## src/rtl/calc_port_requester_if.sv

```systemverilog
// Bundle of the command queue, calculator port and completion signals for one requester.
// master = requester side, slave = command source / calculator / completion sink side.
interface calc_port_requester_if #(
    parameter int INSTR_WD = 4,
    parameter int REG_WD   = 32,
    parameter int RSP_WD   = 2
);
    logic                req_valid;
    logic                req_ready;
    logic [INSTR_WD-1:0] req_op;
    logic [REG_WD-1:0]   req_op1;
    logic [REG_WD-1:0]   req_op2;
    logic [INSTR_WD-1:0] op;
    logic [REG_WD-1:0]   data_in;
    logic [1:0]          tag_in;
    logic [RSP_WD-1:0]   resp;
    logic [REG_WD-1:0]   data_out;
    logic [1:0]          tag_out;
    logic                cpl_valid;
    logic [RSP_WD-1:0]   cpl_resp;
    logic [REG_WD-1:0]   cpl_data;
    logic [1:0]          cpl_tag;
    logic [INSTR_WD-1:0] cpl_op;
    logic [2:0]          outstanding;
    logic                spurious_err;
    logic                cmd_err;

    modport master (
        input  req_valid, req_op, req_op1, req_op2, resp, data_out, tag_out,
        output req_ready, op, data_in, tag_in, cpl_valid, cpl_resp, cpl_data,
               cpl_tag, cpl_op, outstanding, spurious_err, cmd_err
    );

    modport slave (
        output req_valid, req_op, req_op1, req_op2, resp, data_out, tag_out,
        input  req_ready, op, data_in, tag_in, cpl_valid, cpl_resp, cpl_data,
               cpl_tag, cpl_op, outstanding, spurious_err, cmd_err
    );
endinterface

```

## src/rtl/calc_port_requester.sv

```systemverilog
// Initiator for one calculator port: tag allocation, two-cycle command issue,
// and tag-matched completion reporting with the original op.
module calc_port_requester #(
    parameter int INSTR_WD = 4,
    parameter int REG_WD   = 32,
    parameter int RSP_WD   = 2
) (
    input  logic                  clock,
    input  logic                  reset,
    calc_port_requester_if.master bus
);
    typedef enum logic [1:0] {IDLE, ISSUE1, ISSUE2} state_t;

    state_t              state_q, state_d;
    logic [3:0]          busy_q, busy_d;
    logic [INSTR_WD-1:0] op_mem_q [4];
    logic [INSTR_WD-1:0] op_mem_d [4];
    logic [REG_WD-1:0]   op2_q, op2_d;
    logic [INSTR_WD-1:0] op_q, op_d;
    logic [REG_WD-1:0]   data_in_q, data_in_d;
    logic [1:0]          tag_in_q, tag_in_d;
    logic                cpl_valid_q, cpl_valid_d;
    logic [RSP_WD-1:0]   cpl_resp_q, cpl_resp_d;
    logic [REG_WD-1:0]   cpl_data_q, cpl_data_d;
    logic [1:0]          cpl_tag_q, cpl_tag_d;
    logic [INSTR_WD-1:0] cpl_op_q, cpl_op_d;
    logic                spur_q, spur_d;
    logic                cmd_err_q, cmd_err_d;

    logic [1:0] alloc_tag;
    logic       any_free;
    logic       ready;
    logic       accept;
    logic       accept_legal;

    // Lowest free tag, taken from the pre-edge busy vector only.
    always_comb begin
        alloc_tag = '0;
        any_free  = ~&busy_q;
        for (int unsigned i = 0; i < 4; i++) begin
            if (!busy_q[3-i]) alloc_tag = 2'(3 - i);
        end
    end

    assign ready        = ((state_q == IDLE) || (state_q == ISSUE2)) && any_free;
    assign accept       = bus.req_valid && ready;
    assign accept_legal = accept && (bus.req_op != '0);

    always_comb begin
        state_d     = state_q;
        busy_d      = busy_q;
        op_mem_d    = op_mem_q;
        op2_d       = op2_q;
        op_d        = '0;
        data_in_d   = '0;
        tag_in_d    = '0;
        cpl_valid_d = 1'b0;
        cpl_resp_d  = cpl_resp_q;
        cpl_data_d  = cpl_data_q;
        cpl_tag_d   = cpl_tag_q;
        cpl_op_d    = cpl_op_q;
        spur_d      = spur_q;
        cmd_err_d   = cmd_err_q || (accept && (bus.req_op == '0));

        case (state_q)
            IDLE:    state_d = IDLE;
            ISSUE1:  state_d = ISSUE2;
            ISSUE2:  state_d = IDLE;
            default: state_d = IDLE;
        endcase

        if (state_q == ISSUE1) data_in_d = op2_q;

        if (accept_legal) begin
            state_d             = ISSUE1;
            busy_d[alloc_tag]   = 1'b1;
            op_mem_d[alloc_tag] = bus.req_op;
            op2_d               = bus.req_op2;
            op_d                = bus.req_op;
            data_in_d           = bus.req_op1;
            tag_in_d            = alloc_tag;
        end

        // A responding tag is busy pre-edge, so it can never equal alloc_tag.
        if (bus.resp != '0) begin
            if (busy_q[bus.tag_out]) begin
                busy_d[bus.tag_out] = 1'b0;
                cpl_valid_d         = 1'b1;
                cpl_resp_d          = bus.resp;
                cpl_data_d          = bus.data_out;
                cpl_tag_d           = bus.tag_out;
                cpl_op_d            = op_mem_q[bus.tag_out];
            end else begin
                spur_d = 1'b1;
            end
        end
    end

    always_ff @(posedge clock or posedge reset) begin
        if (reset) begin
            state_q     <= IDLE;
            busy_q      <= '0;
            op_mem_q    <= '{default: '0};
            op2_q       <= '0;
            op_q        <= '0;
            data_in_q   <= '0;
            tag_in_q    <= '0;
            cpl_valid_q <= 1'b0;
            cpl_resp_q  <= '0;
            cpl_data_q  <= '0;
            cpl_tag_q   <= '0;
            cpl_op_q    <= '0;
            spur_q      <= 1'b0;
            cmd_err_q   <= 1'b0;
        end else begin
            state_q     <= state_d;
            busy_q      <= busy_d;
            op_mem_q    <= op_mem_d;
            op2_q       <= op2_d;
            op_q        <= op_d;
            data_in_q   <= data_in_d;
            tag_in_q    <= tag_in_d;
            cpl_valid_q <= cpl_valid_d;
            cpl_resp_q  <= cpl_resp_d;
            cpl_data_q  <= cpl_data_d;
            cpl_tag_q   <= cpl_tag_d;
            cpl_op_q    <= cpl_op_d;
            spur_q      <= spur_d;
            cmd_err_q   <= cmd_err_d;
        end
    end

    assign bus.req_ready    = ready;
    assign bus.op           = op_q;
    assign bus.data_in      = data_in_q;
    assign bus.tag_in       = tag_in_q;
    assign bus.cpl_valid    = cpl_valid_q;
    assign bus.cpl_resp     = cpl_resp_q;
    assign bus.cpl_data     = cpl_data_q;
    assign bus.cpl_tag      = cpl_tag_q;
    assign bus.cpl_op       = cpl_op_q;
    assign bus.outstanding  = 3'(busy_q[0]) + 3'(busy_q[1]) + 3'(busy_q[2]) + 3'(busy_q[3]);
    assign bus.spurious_err = spur_q;
    assign bus.cmd_err      = cmd_err_q;
endmodule

```

## src/flat_wrapper.sv

```systemverilog
// flat-port wrapper written by rule: the top's interface ports become plain ports
module calc_port_requester_flat 
#(
    parameter int INSTR_WD = 4,
    parameter int REG_WD   = 32,
    parameter int RSP_WD   = 2
)
  (clock, reset, bus_req_valid, bus_req_op, bus_req_op1, bus_req_op2, bus_resp, bus_data_out, bus_tag_out, bus_req_ready, bus_op, bus_data_in, bus_tag_in, bus_cpl_valid, bus_cpl_resp, bus_cpl_data, bus_cpl_tag, bus_cpl_op, bus_outstanding, bus_spurious_err, bus_cmd_err);
  calc_port_requester_if #(.INSTR_WD(INSTR_WD), .REG_WD(REG_WD), .RSP_WD(RSP_WD)) bus_i ();
  input  logic clock;
  input  logic reset;
  input wire logic [$bits(bus_i.req_valid)-1:0] bus_req_valid;
  input wire logic [$bits(bus_i.req_op)-1:0] bus_req_op;
  input wire logic [$bits(bus_i.req_op1)-1:0] bus_req_op1;
  input wire logic [$bits(bus_i.req_op2)-1:0] bus_req_op2;
  input wire logic [$bits(bus_i.resp)-1:0] bus_resp;
  input wire logic [$bits(bus_i.data_out)-1:0] bus_data_out;
  input wire logic [$bits(bus_i.tag_out)-1:0] bus_tag_out;
  output wire logic [$bits(bus_i.req_ready)-1:0] bus_req_ready;
  output wire logic [$bits(bus_i.op)-1:0] bus_op;
  output wire logic [$bits(bus_i.data_in)-1:0] bus_data_in;
  output wire logic [$bits(bus_i.tag_in)-1:0] bus_tag_in;
  output wire logic [$bits(bus_i.cpl_valid)-1:0] bus_cpl_valid;
  output wire logic [$bits(bus_i.cpl_resp)-1:0] bus_cpl_resp;
  output wire logic [$bits(bus_i.cpl_data)-1:0] bus_cpl_data;
  output wire logic [$bits(bus_i.cpl_tag)-1:0] bus_cpl_tag;
  output wire logic [$bits(bus_i.cpl_op)-1:0] bus_cpl_op;
  output wire logic [$bits(bus_i.outstanding)-1:0] bus_outstanding;
  output wire logic [$bits(bus_i.spurious_err)-1:0] bus_spurious_err;
  output wire logic [$bits(bus_i.cmd_err)-1:0] bus_cmd_err;
  assign bus_i.req_valid = bus_req_valid;
  assign bus_i.req_op = bus_req_op;
  assign bus_i.req_op1 = bus_req_op1;
  assign bus_i.req_op2 = bus_req_op2;
  assign bus_i.resp = bus_resp;
  assign bus_i.data_out = bus_data_out;
  assign bus_i.tag_out = bus_tag_out;
  assign bus_req_ready = bus_i.req_ready;
  assign bus_op = bus_i.op;
  assign bus_data_in = bus_i.data_in;
  assign bus_tag_in = bus_i.tag_in;
  assign bus_cpl_valid = bus_i.cpl_valid;
  assign bus_cpl_resp = bus_i.cpl_resp;
  assign bus_cpl_data = bus_i.cpl_data;
  assign bus_cpl_tag = bus_i.cpl_tag;
  assign bus_cpl_op = bus_i.cpl_op;
  assign bus_outstanding = bus_i.outstanding;
  assign bus_spurious_err = bus_i.spurious_err;
  assign bus_cmd_err = bus_i.cmd_err;
  calc_port_requester #(.INSTR_WD(INSTR_WD), .REG_WD(REG_WD), .RSP_WD(RSP_WD)) u_core (.clock(clock), .reset(reset), .bus(bus_i));
endmodule
```

## config.mk

```make
export PLATFORM = sky130hd
export DESIGN_NAME = calc_port_requester_flat
export DESIGN_NICKNAME = d
export VERILOG_FILES = /design/src/rtl/calc_port_requester_if.sv /design/src/rtl/calc_port_requester.sv /design/src/flat_wrapper.sv
export SDC_FILE = /design/constraint.sdc
export NUM_CORES = 1
export LEC_CHECK = 0
export ABC_AREA = 1
export ABC_CLOCK_PERIOD_IN_PS = 7700
export BUFFER_PORTS_ARGS = -buffer_cell sky130_fd_sc_hd__buf_2
export CORE_MARGIN = 2
export CORE_UTILIZATION = 35
export CTS_CLUSTER_SIZE = 14
export DETAILED_ROUTE_END_ITERATION = 8
export SLEW_MARGIN = 20
export SYNTH_ARGS = -nofsm -noshare
export SYNTH_HDL_FRONTEND = slang
export SYNTH_SLANG_ARGS = --single-unit
export TNS_END_PERCENT = 20
```

## constraint.sdc

```tcl
create_clock -name clock -period 7.7 [get_ports clock]
set_input_delay 1.54 -clock clock [delete_from_list [all_inputs] [get_ports clock]]
set_output_delay 1.54 -clock clock [all_outputs]
set_load 0.02 [all_outputs]
```

## Yosys cells after proc, flatten, opt, wreduce, memory -nomap -nowiden

Index checks and enable logic that the tools add are counted.

- Output and inout bits: 85
- Word-level logic and storage cells: 79
- Flip-flop bits (word level): 135
- Bits of input ports: 107

- Add/sub/neg operators: 3
- Eq/ne operators: 2
- Bitwise gates (word level): 6
- Order comparisons: 7
- Reduce and logical (&&, ||, !) cells: 17
- Mux-type cells: 27

Operator list:

| kind | number |
|---|---|
| 2-to-1 mux 32 bit | 2 |
| 2-to-1 mux 4 bit | 7 |
| bitwise mux 16 bit | 1 |
| 2-to-1 mux 2 bit | 7 |
| binary-select mux 4 bit (select 2 bit) | 1 |
| demux 4 bit (select 2 bit) | 1 |
| logical AND 1 bit | 7 |
| adder 3 x 1 -> 3 bit | 2 |
| >= comparator 3 bit (second input constant) | 2 |
| < comparator 2 x 3 -> 1 bit (second input constant) | 2 |
| inverter 2 -> 3 bit | 2 |
| 2-to-1 mux 1 bit | 5 |
| bitwise AND 4 bit | 1 |
| demux 1 bit (select 2 bit) | 2 |
| >= comparator 2 x 1 -> 1 bit (second input constant) | 2 |
| logical NOT 4 bit | 1 |
| inverter 4 bit | 1 |
| OR 4 bit | 1 |
| AND reduction 2 bit | 2 |
| AND reduction 4 bit | 1 |
| nonzero test 4 bit | 1 |
| < comparator 3 x 1 -> 1 bit (second input constant) | 1 |
| adder 1 x 1 -> 2 bit | 1 |
| binary-select mux 1 bit (select 2 bit) | 1 |
| 7 further kinds | 8 |

## Longest topological paths before layout

- Depth in word-level cells: 13
- Gate-level depth with buffers: 9
- Depth with buffers taken out: 8

## Worst setup path after synthesis

No wires, ideal clock.

- Path type: register -> output
- Start point: reg u_core.busy_q[0]
- End point: out bus_outstanding[1]
- Buffers on the path: 0
- Setup slack: 4.672 ns
- Required time: 6.160 ns
- Arrival: 1.488 ns
- Stages on the path, launching flop included: 5
- Path through: dfrtp_1 -> inv_1 -> ha_1 -> fa_1 -> ha_1

- Longest elaborated chain between the ends: 3

RTL lines:

| item | line | RTL |
|---|---|---|
| from (decl) | calc_port_requester.sv:15 | `logic [3:0] busy_q, busy_d;` |
| from (signal assigned) | calc_port_requester.sv:117 | `busy_q <= busy_d;` |
| adder 1 x 1 -> 2 bit | calc_port_requester.sv:142 | `assign bus.outstanding = 3'(busy_q[0]) + 3'(busy_q[1]) + 3'(busy_q[2]) + 3'(busy_q[3]);` |
| adder 3 x 1 -> 3 bit (2 in a row) | calc_port_requester.sv:142 |  |
| to (decl) | flat_wrapper.sv:28 | `output wire logic [$bits(bus_i.outstanding)-1:0] bus_outstanding;` |

No other way between the ends.

## Final worst setup path

Ends and elaborated chain as after synthesis.

==> impl_metrics.csv <==
group,metric,value,unit
outcome,status,"finished clean",
floorplan,dieHeight,127.4,um
timing,period_minus_slack,3620,ps
placed_design,numPortBuffers,191,
power_and_ir_drop,net-switching-power,0.0008738,W
timing,final-max-slew-violation-count,0,
worst_setup_path,data_required_time_of_the_worst_path,6160,ps
timing,timing.final.ws_setup,4080,ps
timing,totalNegativeSetupSlack,0,ps
layout,area_growth_syn_to_layout,30.77,%
global_route,number_of_antenna_violations_at_the_first_check_in_global_routing,1,
power_and_ir_drop,clockPowerShare,0.313,
cts,tritoncts,"done",
layout,register_area,3378,sq um
route,final_antenna_net_count,0,
placed_design,gp_congestion,0.7649,
floorplan,rows,45,
synthesis,synth_seq_cells,135,
power_and_ir_drop,total_power,0.002459,W
cts,cts_num_sinks,135,
synthesis,synth_ff_type,"sky130_fd_sc_hd__dfrtp_1",
timing,setup-violations-final,0,
synthesis,yosysSeqAreaShare,0.6342,
placed_design,placed_instances,935,
global_route,first_pass_grt_wire_length,20290,um
power_and_ir_drop,pwr-share-seq,0.409,
power_and_ir_drop,ir_worst_vdd,0.1593,mV
timing,timing.fmax,276.3,MHz
layout,design_area,6965,sq um
power_and_ir_drop,power_density,353.0,nW/um^2
power_and_ir_drop,switching_share,0.3554,
synthesis,number_of_enable_flip_flop_cells_after_synthesis,0,
synthesis,yosysWarningCount,0,
route,vias,4251,
timing,finalClockSkew,9.018,ps
placed_design,detailed_place_hpwl,8473,um
worst_setup_path,critical_path.startpoint_type,"register",
cts,insertion_delay_to_the_later_sink_of_the_worst_skew_pair,420,ps
placed_design,place_ws,4316,ps
worst_setup_path,end_kind,"output port",
layout,finalNetCount,878,
layout,final_cell_count_no_fill,967,
layout,antenna_cells,0,
placed_design,dpl-instance-area,6399,sq um
timing,slew-limit-headroom,0.3921,
floorplan,core-area,15030,sq um
cts,cts-root-to-sink-buffers,2,
timing,worst_slew_pin_slew,910.8,ps
cts,ctsResizeCount,0,
cts,cts_hold_buf,0,
worst_setup_path,timing_worst_setup_path_type,"reg2out",
global_route,grt_max_degree,103,
route,detail_routed_via_count_per_cell,4.396,
synthesis,yosys.area.top_type_share,0.6342,
synthesis,synthTopCellsByCount,"238 x sky130_fd_sc_hd__nand2_1, 135 x sky130_fd_sc_hd__dfrtp_1, 70 x sky130_fd_sc_hd__o21ai_0",
route,drtIter0Drc,210,
cts,ctsHtreeMaxLevel,4,
synthesis,syn-cell-area,5326,sq um
layout,nFillCells,1463,
synthesis,ys_top_cells_by_area,"sky130_fd_sc_hd__dfrtp_1 63%, sky130_fd_sc_hd__nand2_1 17%, sky130_fd_sc_hd__o21ai_0 6.6%",
route,firstDrtPassIters,4,
floorplan,die-area,16220,sq um
worst_setup_path,cp_max_fo,6,
global_route,globalRouteOverflowTotal,0,
timing,unrepaired_setup_endpoints_after_global_routing,"no",
cts,cts_made_buffers,17,
synthesis,synth_top_area_cell,"sky130_fd_sc_hd__dfrtp_1",
synthesis,async_flop_share,1.000,
route,routed_wire_length_per_instance,13.00,um
power_and_ir_drop,p_comb_frac,0.278,
timing,timing.final.crit_share,0.4701,
floorplan,width_of_the_chip,127.4,um
hold_path,worstHoldPathType,"reg2reg",
route,drc,0,
synthesis,syn_nets,688,
floorplan,floorplan.io_pins,192,
synthesis,yosysMostFrequentCell,"sky130_fd_sc_hd__nand2_1",
power_and_ir_drop,intPower,0.001585,W
power_and_ir_drop,p_leak,3.841,nW
synthesis,synth_cell_type_count,24,
global_route,first_global_vias,4134,
cts,post_cts.repair.setup_buffers,0,
cts,cts.root.buffer_cell,"sky130_fd_sc_hd__clkbuf_16",
synthesis,postSynthAreaPerCell,9.247,sq um
floorplan,start_util,0.3543,
global_route,groute.usage.overall,0.1608,
worst_setup_path,worstPathArrival,2080,ps
layout,layout-drive-gt1-share,0.3042,
layout,multi_input_logic_area,1600,sq um
timing,report.final.hold_viol_count,0,
route,route.final.wire_length,12570,um
job,max_cap_violations,0,
synthesis,synthCells,576,
cts,cts.clk_slew.worst_paths,60,ps
per-stage QoR:
step                utilization  hold slack, ps
global route             0.4633           436.2
finish                   0.4633           424.8
floorplan                     -           400.9
global placement         0.4256           411.1
CTS                      0.4631           424.7
detailed placement       0.4256           416.2
cell usage in the layout, fill, tap and decap left out:
cell type / count
sky130_fd_sc_hd__nand2_2: 4
sky130_fd_sc_hd__inv_4: 1
sky130_fd_sc_hd__inv_2: 1
sky130_fd_sc_hd__o21ai_0: 70
sky130_fd_sc_hd__o21ai_1: 7
sky130_fd_sc_hd__inv_1: 52
sky130_fd_sc_hd__o21bai_1: 1
sky130_fd_sc_hd__a21oi_1: 2
sky130_fd_sc_hd__clkbuf_8: 1
sky130_fd_sc_hd__nand3_1: 10
sky130_fd_sc_hd__or2_2: 1
sky130_fd_sc_hd__a21o_1: 1
sky130_fd_sc_hd__buf_2: 191
sky130_fd_sc_hd__buf_6: 1
sky130_fd_sc_hd__clkinv_2: 4
sky130_fd_sc_hd__fa_1: 1
sky130_fd_sc_hd__inv_6: 5
sky130_fd_sc_hd__nor2_1: 14
sky130_fd_sc_hd__buf_4: 1
sky130_fd_sc_hd__a31o_2: 1
sky130_fd_sc_hd__clkinvlp_4: 4
sky130_fd_sc_hd__ha_1: 4
sky130_fd_sc_hd__nand2_1: 238
sky130_fd_sc_hd__dfrtp_1: 135
sky130_fd_sc_hd__nand3_4: 1
sky130_fd_sc_hd__nor2_4: 2
sky130_fd_sc_hd__clkbuf_16: 17
sky130_fd_sc_hd__bufinv_16: 1
sky130_fd_sc_hd__nand4_1: 7
sky130_fd_sc_hd__clkinv_4: 1
layout make-up:
class,count,area share
inverter,55,0.03072
clock buffer,18,0.06305
clock inverter,14,0.01778
multi-input combinational,364,0.2297
tap,188,0.03377
timing repair buffer,193,0.1399
sequential,135,0.4850
registers in the layout (all words and copies together), names as in the netlist:
| name | flops |
|---|---|
| u_core.bus.cmd_err | 1 |
| u_core.bus.cpl_data | 32 |
| u_core.bus.cpl_op | 4 |
| u_core.bus.cpl_resp | 2 |
| u_core.bus.cpl_tag | 2 |
| u_core.bus.cpl_valid | 1 |
| u_core.bus.data_in | 32 |
| u_core.bus.op | 4 |
| u_core.bus.spurious_err | 1 |
| u_core.bus.tag_in | 2 |
| u_core.busy_q | 4 |
| u_core.op2_q | 32 |
| u_core.op_mem_q | 16 |
| u_core.state_q | 2 |
worst paths after layout:
path                              startpoint                       to  slack (ps)  cells past startpoint
max reg2reg                 u_core.busy_q[0]         u_core.op2_q[31]        5260                      8
max                         u_core.busy_q[0]       bus_outstanding[1]        4080                      5
min reg2reg                u_core.state_q[1]        u_core.state_q[1]         420                      1
min                        u_core.state_q[1]        u_core.state_q[1]         420                      1
max in group asynchronous              reset  u_core.bus.spurious_err        5450                      3
min in group asynchronous              reset   u_core.bus.data_in[30]        1160                      2
critical path, cell delays in order, from the launching register on:
cell	delay [ps]
sky130_fd_sc_hd__dfrtp_1	440
sky130_fd_sc_hd__inv_1	90
sky130_fd_sc_hd__ha_1	320
sky130_fd_sc_hd__fa_1	370
sky130_fd_sc_hd__ha_1	270
sky130_fd_sc_hd__buf_2	160
power by group through the flow:
| stage | clock network [W] | registers [W] | logic [W] |
|---|---|---|---|
| after floorplan | 0 | 0.00114 | 0.000330 |
| after global placement | 0 | 0.00102 | 0.000689 |
| after detailed placement | 0 | 0.00102 | 0.000695 |
| after CTS | 0.000791 | 0.00101 | 0.000697 |
| after global routing | 0.000827 | 0.00103 | 0.000776 |
| final | 0.000769 | 0.00101 | 0.000684 |
layer usage:
| layer | wire length (um) | share of wire | GRT usage |
|---|---|---|---|
| met1 | 5712 | 0.45 | 0.2083 |
| met2 | 5472 | 0.44 | 0.2432 |
| met3 | 1202 | 0.096 | 0.06575 |
| met4 | 177 | 0.014 | 0.06012 |
| met5 | 7 | 0.00056 | 0 |
kinds of logic (layout without fill, tap and decap cells):
| logic type | Yosys count | in the layout | share of synthesized area |
|---|---|---|---|
| adders and majority gates | 5 | 5 | 0.01316 |
| AOI/OAI and AO/OA | 82 | 82 | 0.07870 |
| and+or+nand+nor | 277 | 277 | 0.2086 |
| DFF | 135 | 135 | 0.6342 |
| buffers and inverters | 77 | 280 | 0.06530 |
Power figures use the tool's default switching activity.
